===== config.mk =====
export PLATFORM = sky130hd
export DESIGN_NAME = switch_digit_display
export DESIGN_NICKNAME = d
export VERILOG_FILES = /design/src/rtl/switch_digit_display_pkg.sv /design/src/rtl/switch_digit_display_sw_debounce.sv /design/src/rtl/switch_digit_display.sv
export SDC_FILE = /design/constraint.sdc
export NUM_CORES = 1
export LEC_CHECK = 0
export CORE_UTILIZATION = 45
export CTS_CLUSTER_SIZE = 14
export DETAILED_ROUTE_END_ITERATION = 10
export GPL_ROUTABILITY_DRIVEN = 0
export PLACE_DENSITY = 0.65
export SLEW_MARGIN = 5
export SYNTH_ARGS = -nofsm -noshare
export SYNTH_HDL_FRONTEND = slang
export SYNTH_SLANG_ARGS = --single-unit

===== constraint.sdc =====
create_clock -name CLOCK_50 -period 5.01 [get_ports CLOCK_50]
set_input_delay 0.7515 -clock CLOCK_50 [delete_from_list [all_inputs] [get_ports CLOCK_50]]
set_output_delay 0.7515 -clock CLOCK_50 [all_outputs]
set_load 0.02 [all_outputs]

===== src/rtl/switch_digit_display_pkg.sv =====
// Shared segment constants, blink phase encoding and the bit-to-glyph helper
// for the switch/digit display block.
package switch_digit_display_pkg;

  localparam logic [7:0] SEG_ZERO  = 8'hC0;
  localparam logic [7:0] SEG_ONE   = 8'hF9;
  localparam logic [7:0] SEG_BLANK = 8'hFF;

  typedef enum logic [2:0] {
    BLK_IDLE,
    BLK_OFF1,
    BLK_ON1,
    BLK_OFF2,
    BLK_ON2
  } blink_state_t;

  function automatic logic [7:0] seg_glyph(input logic bit_val);
    return bit_val ? SEG_ONE : SEG_ZERO;
  endfunction

endpackage


===== src/rtl/switch_digit_display_sw_debounce.sv =====
// One switch channel: 2-flop synchronizer followed by a saturating stable-time
// debouncer. st_nxt exposes the state the debouncer will hold after this edge.
module sw_debounce #(
  parameter int DEBOUNCE_CYCLES = 500000
) (
  input  logic clk_sys,
  input  logic rst_b,
  input  logic sw,
  output logic st,
  output logic st_nxt,
  output logic chg
);

  localparam int CW = $clog2(DEBOUNCE_CYCLES);
  localparam logic [CW-1:0] CNT_MAX = CW'(DEBOUNCE_CYCLES - 1);

  logic          sync1;
  logic          sw_s;
  logic [CW-1:0] cnt;
  logic          flip;

  // The change is accepted on the cycle the counter is already at its ceiling,
  // so the counter can never wrap.
  assign flip   = (sw_s != st) && (cnt == CNT_MAX);
  assign st_nxt = st ^ flip;

  always_ff @(posedge clk_sys or negedge rst_b) begin
    if (!rst_b) begin
      sync1 <= 1'b0;
      sw_s  <= 1'b0;
      st    <= 1'b0;
      cnt   <= '0;
      chg   <= 1'b0;
    end else begin
      sync1 <= sw;
      sw_s  <= sync1;
      st    <= st_nxt;
      chg   <= flip;
      if ((sw_s == st) || flip) begin
        cnt <= '0;
      end else begin
        cnt <= cnt + CW'(1);
      end
    end
  end

endmodule


===== src/rtl/switch_digit_display.sv =====
// Debounced switches to LEDs and 0/1 seven-segment digits, with per-channel
// change pulses. Optional change-blink enabled by SWITCH_DIGIT_DISPLAY_BLINK_EN.
//
// Blink FSM (per digit, macro builds only):
//   state    | meaning
//   BLK_IDLE | steady glyph
//   BLK_OFF1 | first blank phase
//   BLK_ON1  | first glyph phase
//   BLK_OFF2 | second blank phase
//   BLK_ON2  | second glyph phase, then back to idle
module switch_digit_display
  import switch_digit_display_pkg::*;
#(
  parameter int NUM_CH          = 6,
  parameter int DEBOUNCE_CYCLES = 500000,
  parameter int BLINK_CYCLES    = 12500000
) (
  input  logic                  CLOCK_50,
  input  logic                  RESET_N,
  input  logic [NUM_CH-1:0]     SW,
  output logic [NUM_CH-1:0]     LEDR,
  output logic [8*NUM_CH-1:0]   HEX,
  output logic [NUM_CH-1:0]     CHG
);

  if (NUM_CH < 1 || NUM_CH > 6 || DEBOUNCE_CYCLES < 2 || BLINK_CYCLES < 1) begin : g_bad_param
    $error("switch_digit_display: illegal parameter value");
  end

`ifdef SWITCH_DIGIT_DISPLAY_BLINK_EN
  localparam int BLK_W = (BLINK_CYCLES > 1) ? $clog2(BLINK_CYCLES) : 1;
  localparam logic [BLK_W-1:0] BLK_MAX = BLK_W'(BLINK_CYCLES - 1);
`endif

  logic [NUM_CH-1:0] st;
  logic [NUM_CH-1:0] st_nxt;

  for (genvar ch = 0; ch < NUM_CH; ch++) begin : g_ch
    logic [7:0] hex_q;

    sw_debounce #(
      .DEBOUNCE_CYCLES(DEBOUNCE_CYCLES)
    ) u_deb (
      .clk_sys (CLOCK_50),
      .rst_b   (RESET_N),
      .sw      (SW[ch]),
      .st      (st[ch]),
      .st_nxt  (st_nxt[ch]),
      .chg     (CHG[ch])
    );

`ifdef SWITCH_DIGIT_DISPLAY_BLINK_EN
    blink_state_t     bst;
    blink_state_t     bst_nxt;
    logic [BLK_W-1:0] tmr;
    logic [BLK_W-1:0] tmr_nxt;
    logic             flip;
    logic             blank_nxt;

    // Blink is launched on the same edge the debounced state flips, so the
    // first blank phase lines up with the CHG pulse.
    assign flip = st_nxt[ch] ^ st[ch];

    always_comb begin
      bst_nxt = bst;
      tmr_nxt = tmr;
      if (flip) begin
        bst_nxt = BLK_OFF1;
        tmr_nxt = BLK_MAX;
      end else if (bst != BLK_IDLE) begin
        if (tmr == '0) begin
          tmr_nxt = BLK_MAX;
          case (bst)
            BLK_OFF1: bst_nxt = BLK_ON1;
            BLK_ON1:  bst_nxt = BLK_OFF2;
            BLK_OFF2: bst_nxt = BLK_ON2;
            default:  bst_nxt = BLK_IDLE;
          endcase
        end else begin
          tmr_nxt = tmr - BLK_W'(1);
        end
      end
      blank_nxt = (bst_nxt == BLK_OFF1) || (bst_nxt == BLK_OFF2);
    end

    always_ff @(posedge CLOCK_50 or negedge RESET_N) begin
      if (!RESET_N) begin
        bst   <= BLK_IDLE;
        tmr   <= '0;
        hex_q <= SEG_ZERO;
      end else begin
        bst   <= bst_nxt;
        tmr   <= tmr_nxt;
        hex_q <= blank_nxt ? SEG_BLANK : seg_glyph(st_nxt[ch]);
      end
    end
`else
    always_ff @(posedge CLOCK_50 or negedge RESET_N) begin
      if (!RESET_N) begin
        hex_q <= SEG_ZERO;
      end else begin
        hex_q <= seg_glyph(st_nxt[ch]);
      end
    end
`endif

    assign HEX[8*ch +: 8] = hex_q;
  end

  assign LEDR = st;

endmodule


-- After elaboration in Yosys (flattened, before gate mapping)
Cells that the tools add are included.
- register bits after elaboration: 182
- logic and storage cells: 90
- $add $sub $neg: 6
- equal/unequal tests: 18
- muxes and demuxes: 12
- bitwise operators: 6
- reductions and logical operators: 12
- operator list (operator ; number):
    $add 19x1->19 const B ; 6
    $eq 19x19->1 const B ; 6
    $mux 19 ; 6
    $mux 6 ; 6
    $eq 1x1->1 ; 6
    $logic_and 1x1->1 ; 6
    $logic_or 1x1->1 ; 6
    $ne 1x1->1 ; 6
    $xor 1x1->1 ; 6

-- Logic depth before layout (Yosys ltp)
Gate-level depths: netlist (run 1).
- depth after elaboration: 4
- mapped depth: 7
- gate-level depth less buffers: 5

-- Hierarchy
From an unflattened synthesis (run 1), not the netlist that was laid out.
- cell total of the unflattened synthesis: 692
- area total of the unflattened synthesis: 6876.6 um^2
- modules (own cells, without submodules) (module ; instances ; cells each ; area each (um^2) ; seq. area each (um^2)):
    sw_debounce ; 6 ; 107 ; 1067.3 ; 575.6
    switch_digit_display ; 1 ; 50 ; 473.0 ; 150.1

-- Worst setup path before layout (run 1)
Ideal clock, no wire load.
- kind: flip-flop to flip-flop
- start: register g_ch[5].u_deb.cnt[0]
- end: register g_ch[5].u_deb.cnt[10]
- arrival: 1.858 ns
- data required time: 4.878 ns
- slack: 3.020 ns
- cell stages (with the launch flop): 8
- buffers on the path: 2
- clock period less this slack: 1.990 ns
- cell sequence: dfrtp_1 -> ha_1 -> and4_1 -> buf_2 -> nand2_1 -> o31ai_2 -> clkbuf_1 -> nor2_1
- longest elaborated chain between the ends: 4
- RTL lines (what ; RTL line ; source):
    start, declared ; switch_digit_display_sw_debounce.sv:19 ; logic [CW-1:0] cnt;
    start signal, assigned ; switch_digit_display_sw_debounce.sv:42 ; cnt <= cnt + CW'(1);
    branches (longest 3 deep; another with $add 19x1->19) ; n/a ;
    $mux 19 (*) ; switch_digit_display_sw_debounce.sv:39 ; if ((sw_s == st) || flip) begin
Mark *: on every way between the ends.

-- Final worst setup path (run 1)
- start: register g_ch[1].u_deb.cnt[14]
- end: register g_ch[1].u_deb.cnt[9]
- longest elaborated chain between the ends: 4
- RTL lines (what ; RTL line ; source):
    start, declared ; switch_digit_display_sw_debounce.sv:19 ;
    start signal, assigned ; switch_digit_display_sw_debounce.sv:42 ;
    $eq 19x19->1 ; switch_digit_display_sw_debounce.sv:24 ; assign flip = (sw_s != st) && (cnt == CNT_MAX);
    $logic_and 1x1->1 ; switch_digit_display_sw_debounce.sv:24 ;
    $logic_or 1x1->1 ; switch_digit_display_sw_debounce.sv:39 ;
    $mux 19 ; switch_digit_display_sw_debounce.sv:39 ;
No other way between the ends.

==> results of run 1 <==
-- per-stage QoR --
step	setup slack (ps)	hold slack, ps	area, um^2	instances
after floorplan	3020	331	6950	712
after global placement	2670	335	7120	867
after detailed placement	2540	338	7120	867
after CTS	2530	348	7720	899
after global routing	2540	353	7730	899
final	2720	344	7730	899
-- routing by layer --
metal  vias up  global-route usage, %  part of all wire, %
met5         -                      0                    0
met4         0                   7.75                  1.9
met3        19                   4.19                  3.9
met2       117                   27.4                   48
met1      2374                   21.1                   46
li1       2355                      -                    -
-- path summary, 6_finish.rpt --
kind	start	to	slack, ps	depth (start not counted)
worst min register to register	g_ch[4].u_deb.sync1	g_ch[4].u_deb.sw_s	340	0
worst max register to register	g_ch[1].u_deb.cnt[14]	g_ch[1].u_deb.cnt[9]	2720	4
max in group asynchronous	RESET_N	g_ch[4].u_deb.cnt[12]	3590	2
min in group asynchronous	RESET_N	g_ch[2].u_deb.cnt[15]	420	1
worst max-delay path	g_ch[1].u_deb.cnt[14]	g_ch[1].u_deb.cnt[9]	2720	4
worst min-delay path	g_ch[4].u_deb.sync1	g_ch[4].u_deb.sw_s	340	0
-- placed cells by master, fill, tap and decap left out, types with 10 or more instances in the layout --
cell	Yosys	routed
or3_1	18	18
nand4_1	35	35
nand2_1	36	36
xor2_1	47	47
nor2_1	99	99
clkdlybuf4s50_1	0	42
a21oi_1	27	27
clkbuf_16	0	17
inv_1	15	15
and4_1	10	10
xnor2_1	34	34
nor4_1	14	14
dfrtp_1	138	138
conb_1	2	24
o21ai_0	17	17
nor3_1	13	13
or4_1	13	13
nand3_1	33	33
and3_1	10	10
-- area by class of cell --
cell class                 count  area share [%]
sequential                   138            44.7
inverter                      15           0.729
tap                          184            2.98
clock inverter                14            2.25
multi-input combinational    484            37.9
timing repair buffer          46            5.88
clock buffer                  18            5.55
-- sequential cells by signal (all words and copies together), names as in the netlist, named ones only --
register / count
g_ch.u_deb.sync1: 6
g_ch.u_deb.chg: 6
g_ch.u_deb.sw_s: 6
g_ch.u_deb.cnt: 114
-- critical path, cell delays in order, from the launching register on --
cell      delay (ps)
dfrtp_1          410
or4_1            520
or4_1            480
o21bai_2         620
nor2_1           120
-- logic make-up (layout without fill, tap and decap cells) --
logic type,Yosys count,in the layout,share of synthesized area (%)
and+or+nand+nor,307,307,23.7
DFF,138,138,50.3
buffers and inverters,90,93,8.33
xor gates and xnor gates,81,81,10.3
AOI/OAI and AO/OA,60,60,5.16
adders and majority gates,6,6,1.09
muxes,6,6,0.984
other,2,24,0.109
-- power breakdown --
part           leakage (nW)  internal, mW  switching [mW]
clock                 0.282         0.783           0.482
combinational          1.00        0.0215          0.0650
sequential             1.89          1.13          0.0147
==> metrics, run 1 <==
Clock transition at path regs=60 ps; Synth Flop Type=dfrtp_1; FF+latch area=3450 um^2; FP Rows=44; later-pin clock latency in the skew report=420 ps; hold_buf cts=0; violated checks=design-rule violations; CTS H-tree depth=4; worst rel slew slack=36.2%; Vias=4865; worst min path class=reg -> reg; final-layout fill cell count=1300; Tmin final=2290 ps; critical path startpoint category=flop; Mapped Avg Cell Area=9.95 um^2; Die X=126 um; Hold Violations, Final=0; chip height=126 um; Lkg Pwr=3.17 nW; post-synthesis sequential area ratio=50.3%; top post-synthesis cells by area=dfrtp_1 50%, buf_4 6.7%, xor2_1 6.0%; PD cells=323 nW/um^2; Resized cells post-CTS=0; final core occ=52.6%; final worst-path cycle share=45.8%; synthesis-to-finish area growth=12.6%; status=complete, but fails checks; CTS tree=built; maximum vdd drop=0.213 mV; Setup TNS Final=0 ps; port bufs=43; Routed wire per std cell=13.6 um; EDFF count, synth=0; post-CTS setup buffer count=0; Nets=716; Root Driver=clkbuf_16; vias in the first global route=4734; largest area contributor in the netlist=dfrtp_1; f_max=0.436 GHz; RSZ-0062 raised after global routing=no; DRT iter0 DRCs=342; drt total wl=12.2 mm; Residual DRC=9; Core Area=14700 um^2; ANT cells=0; CP arrival=2570 ps; post-synthesis register bit count=138; antenna viol nets, final=0; synthesized area=6860 um^2; most frequent cell after synthesis=dfrtp_1; largest net degree at the start of global routing=104; share of post-route cells with drive strength above 1=6.71%; DRT Pass-1 Iters=7; worst-margin pin slew=949 ps; CP Data Required Time=5280 ps; grt ovf=0; Post-synth ARST share=100%; hpwl dp=8.12 mm; GRT Total Usage=16.8%; total CTS buffers=17; Slew Limit Fails=0; Crit. End Element=flop; first-pass GRT wire length=21.5 mm; Clock Path Buffers=2; Starting Density=46.7%; maximum capacitance violations=0; Boundary Pins=68; Max Clock Skew=6.10 ps; Multi-input gate area=2930 um^2; DR vias/cell=5.41; Synth warnings=0; Setup Viol. Count Final=0; critical path class=reg -> reg; Worst Path Max Fanout=18; post-synthesis cell type count=46; clock sinks=138; total power=2.50 mW; initial antenna violation count=0; die footprint=15800 um^2; Post-synth top cells=138 x dfrtp_1, 99 x nor2_1, 61 x buf_4, 47 x xor2_1, 36 x nand2_1; top cell type's share of synthesized area=50.3%; Mapped Cells=690
Note: power is estimated with default switching activity, not from simulation.
==> inputs of run 2 (changes only) <==
PLACE_DENSITY = 0.68   (was 0.65)
clock period = 1.9 ns   (was 5.01 ns; I/O delays follow)
==> metrics, run 2 (synthesized netlist as in run 1, its figures left out) <==
status=complete, but fails checks; violated checks=design-rule violations, negative setup slack; largest net degree at the start of global routing=43; Die X=126 um; initial antenna violation count=0; GRT Total Usage=17.9%; later-pin clock latency in the skew report=420 ps; critical path's slowest cell=or4_1; Lkg Pwr=3.45 nW; Worst Path Max Fanout=9; port bufs=43; FP Rows=44; Crit. End Element=flop; Setup Viol. Count Final=11; Boundary Pins=68; Slew Limit Fails=0; chip height=126 um; clock share of power=51.3%; final worst-path cycle share=102%; Clock Path Buffers=2; worst min path class=in -> reg; max reg flops=114; Max Clock Skew=6.72 ps; CTS tree=built; Psw=1.50 mW; DRT Pass-1 Iters=9; Logic pwr share=4.0%; Tmin final=1930 ps; worst path cell trace=or4_1 -> or4_4 -> o21bai_4 -> clkbuf_16 -> a21oi_1; vias in the first global route=4983; Hold Violations, Final=0; internal power=5.26 mW; Core Area=14700 um^2; critical path startpoint category=flop; most flop-heavy register=g_ch.u_deb.cnt; Clock transition at path regs=60 ps; Nets=760; worst-margin pin slew=482 ps; drt total wl=13.3 mm; Worst Hold Depth=1; CP max stage delay=520 ps; ANT cells=0; most frequent cells in the layout=137 x dfrtp_1, 98 x nor2_1, 47 x xor2_1; DRT iter0 DRCs=246; RSZ-0062 raised after global routing=yes; Residual DRC=8; clock sinks=138; Reg2Reg Depth=5; Routed wire per std cell=14.1 um; Vias=5043; critical path class=reg -> reg; Starting Density=46.7%; hpwl dp=8.88 mm; worst rel slew slack=67.4%; grt ovf=0; f_max=0.518 GHz; PD cells=824 nW/um^2; die footprint=15800 um^2; Design Area, Final=8200 um^2; CP arrival=2220 ps; Final WS setup=-29.8 ps; Reg power frac=44.7%; maximum capacitance violations=0; commonest non-fill, non-tap cell in the layout=dfrtp_1; final-layout fill cell count=1241; total CTS buffers=17; Root Driver=clkbuf_16; placed cell area=7460 um^2; Sw Ratio=22.2%; maximum vdd drop=0.705 mV; first-pass GRT wire length=22.9 mm; CP Data Required Time=2190 ps; total power=6.75 mW; DR vias/cell=5.35; CTS H-tree depth=4; antenna viol nets, final=0; synthesis-to-finish area growth=19.5%; share of post-route cells with drive strength above 1=13.4%
-- run 2: cell types whose count changed in the layout (fill, tap and decap cells not counted), moves of 2 or more --
cell / change
nor4_1: -2
buf_4: +39
or4_4: +2
clkbuf_8: +3
inv_6: +2
clkinvlp_4: -2
a21oi_1: -2
buf_12: +3
or4_1: -2
a21oi_2: +2
-- run 2: timing repair --
item,in CTS,in global routing
gates cloned,0,1
pin swaps,0,4
endpoints found under the setup margin,2,44
hold buffers,1,0
endpoints found under the hold margin,38,0
setup buffers,0,4
resized for setup,2,8
-- run 2: layer usage --
layer	up-vias	part of all wire, %	global-route usage, %
met5	-	0	0
li1	2443	-	-
met2	91	49	29.7
met3	14	3.2	5.05
met1	2495	46	22.2
met4	0	1.3	6.60
-- run 2: power groups by stage --
stage	combinational (mW)	sequential [mW]	clock [mW]
finish	0.269	3.02	3.46
CTS	0.268	3.02	3.53
global route	0.304	3.03	3.67
global placement	0.256	3.07	0
detailed placement	0.264	3.07	0
floorplan	0.176	3.07	0
-- run 2: area by class of cell --
type	instances	area [um^2]	area share, %
inverters	15	56.3	0.687
clock inverters	12	163	1.98
multi-input cells	484	2990	36.4
well taps	184	230	2.81
flip-flops and latches	138	3450	42.1
clock buffers	20	467	5.69
repair buffers	90	845	10.3
-- run 2: worst paths after layout --
kind | from | end | slack [ps]
max | g_ch[1].u_deb.cnt[14] | g_ch[1].u_deb.cnt[18] | -30
min | SW[4] | g_ch[4].u_deb.sync1 | 300
max reg2reg | g_ch[1].u_deb.cnt[14] | g_ch[1].u_deb.cnt[18] | -30
min reg2reg | g_ch[2].u_deb.sync1 | g_ch[2].u_deb.sw_s | 350
max in group asynchronous | RESET_N | g_ch[4].u_deb.cnt[11] | 850
min in group asynchronous | RESET_N | g_ch[2].u_deb.cnt[17] | 350
-- run 2: metrics by stage --
step | utilization, % | std cells | setup WS, ps | TNS (ps) | hold slack [ps]
floorplan | - | 712 | 8.04 | 0 | -10.6
global placement | 50.8 | 905 | 26.1 | 0 | 218
detailed placement | 50.8 | 905 | -39.6 | -39.6 | 225
CTS | 55.2 | 938 | -22.0 | -22.0 | 286
global route | 55.8 | 943 | -89.3 | -1420 | 290
finish | 55.8 | 943 | -29.8 | -198 | 302
-- run 2: worst max-delay path: cells and delay by family (launching register included) --
kind / cells / cell delay, ps
compound gates: 2 / 250
flops: 1 / 370
simple gates: 2 / 990
buf+inv: 1 / 190
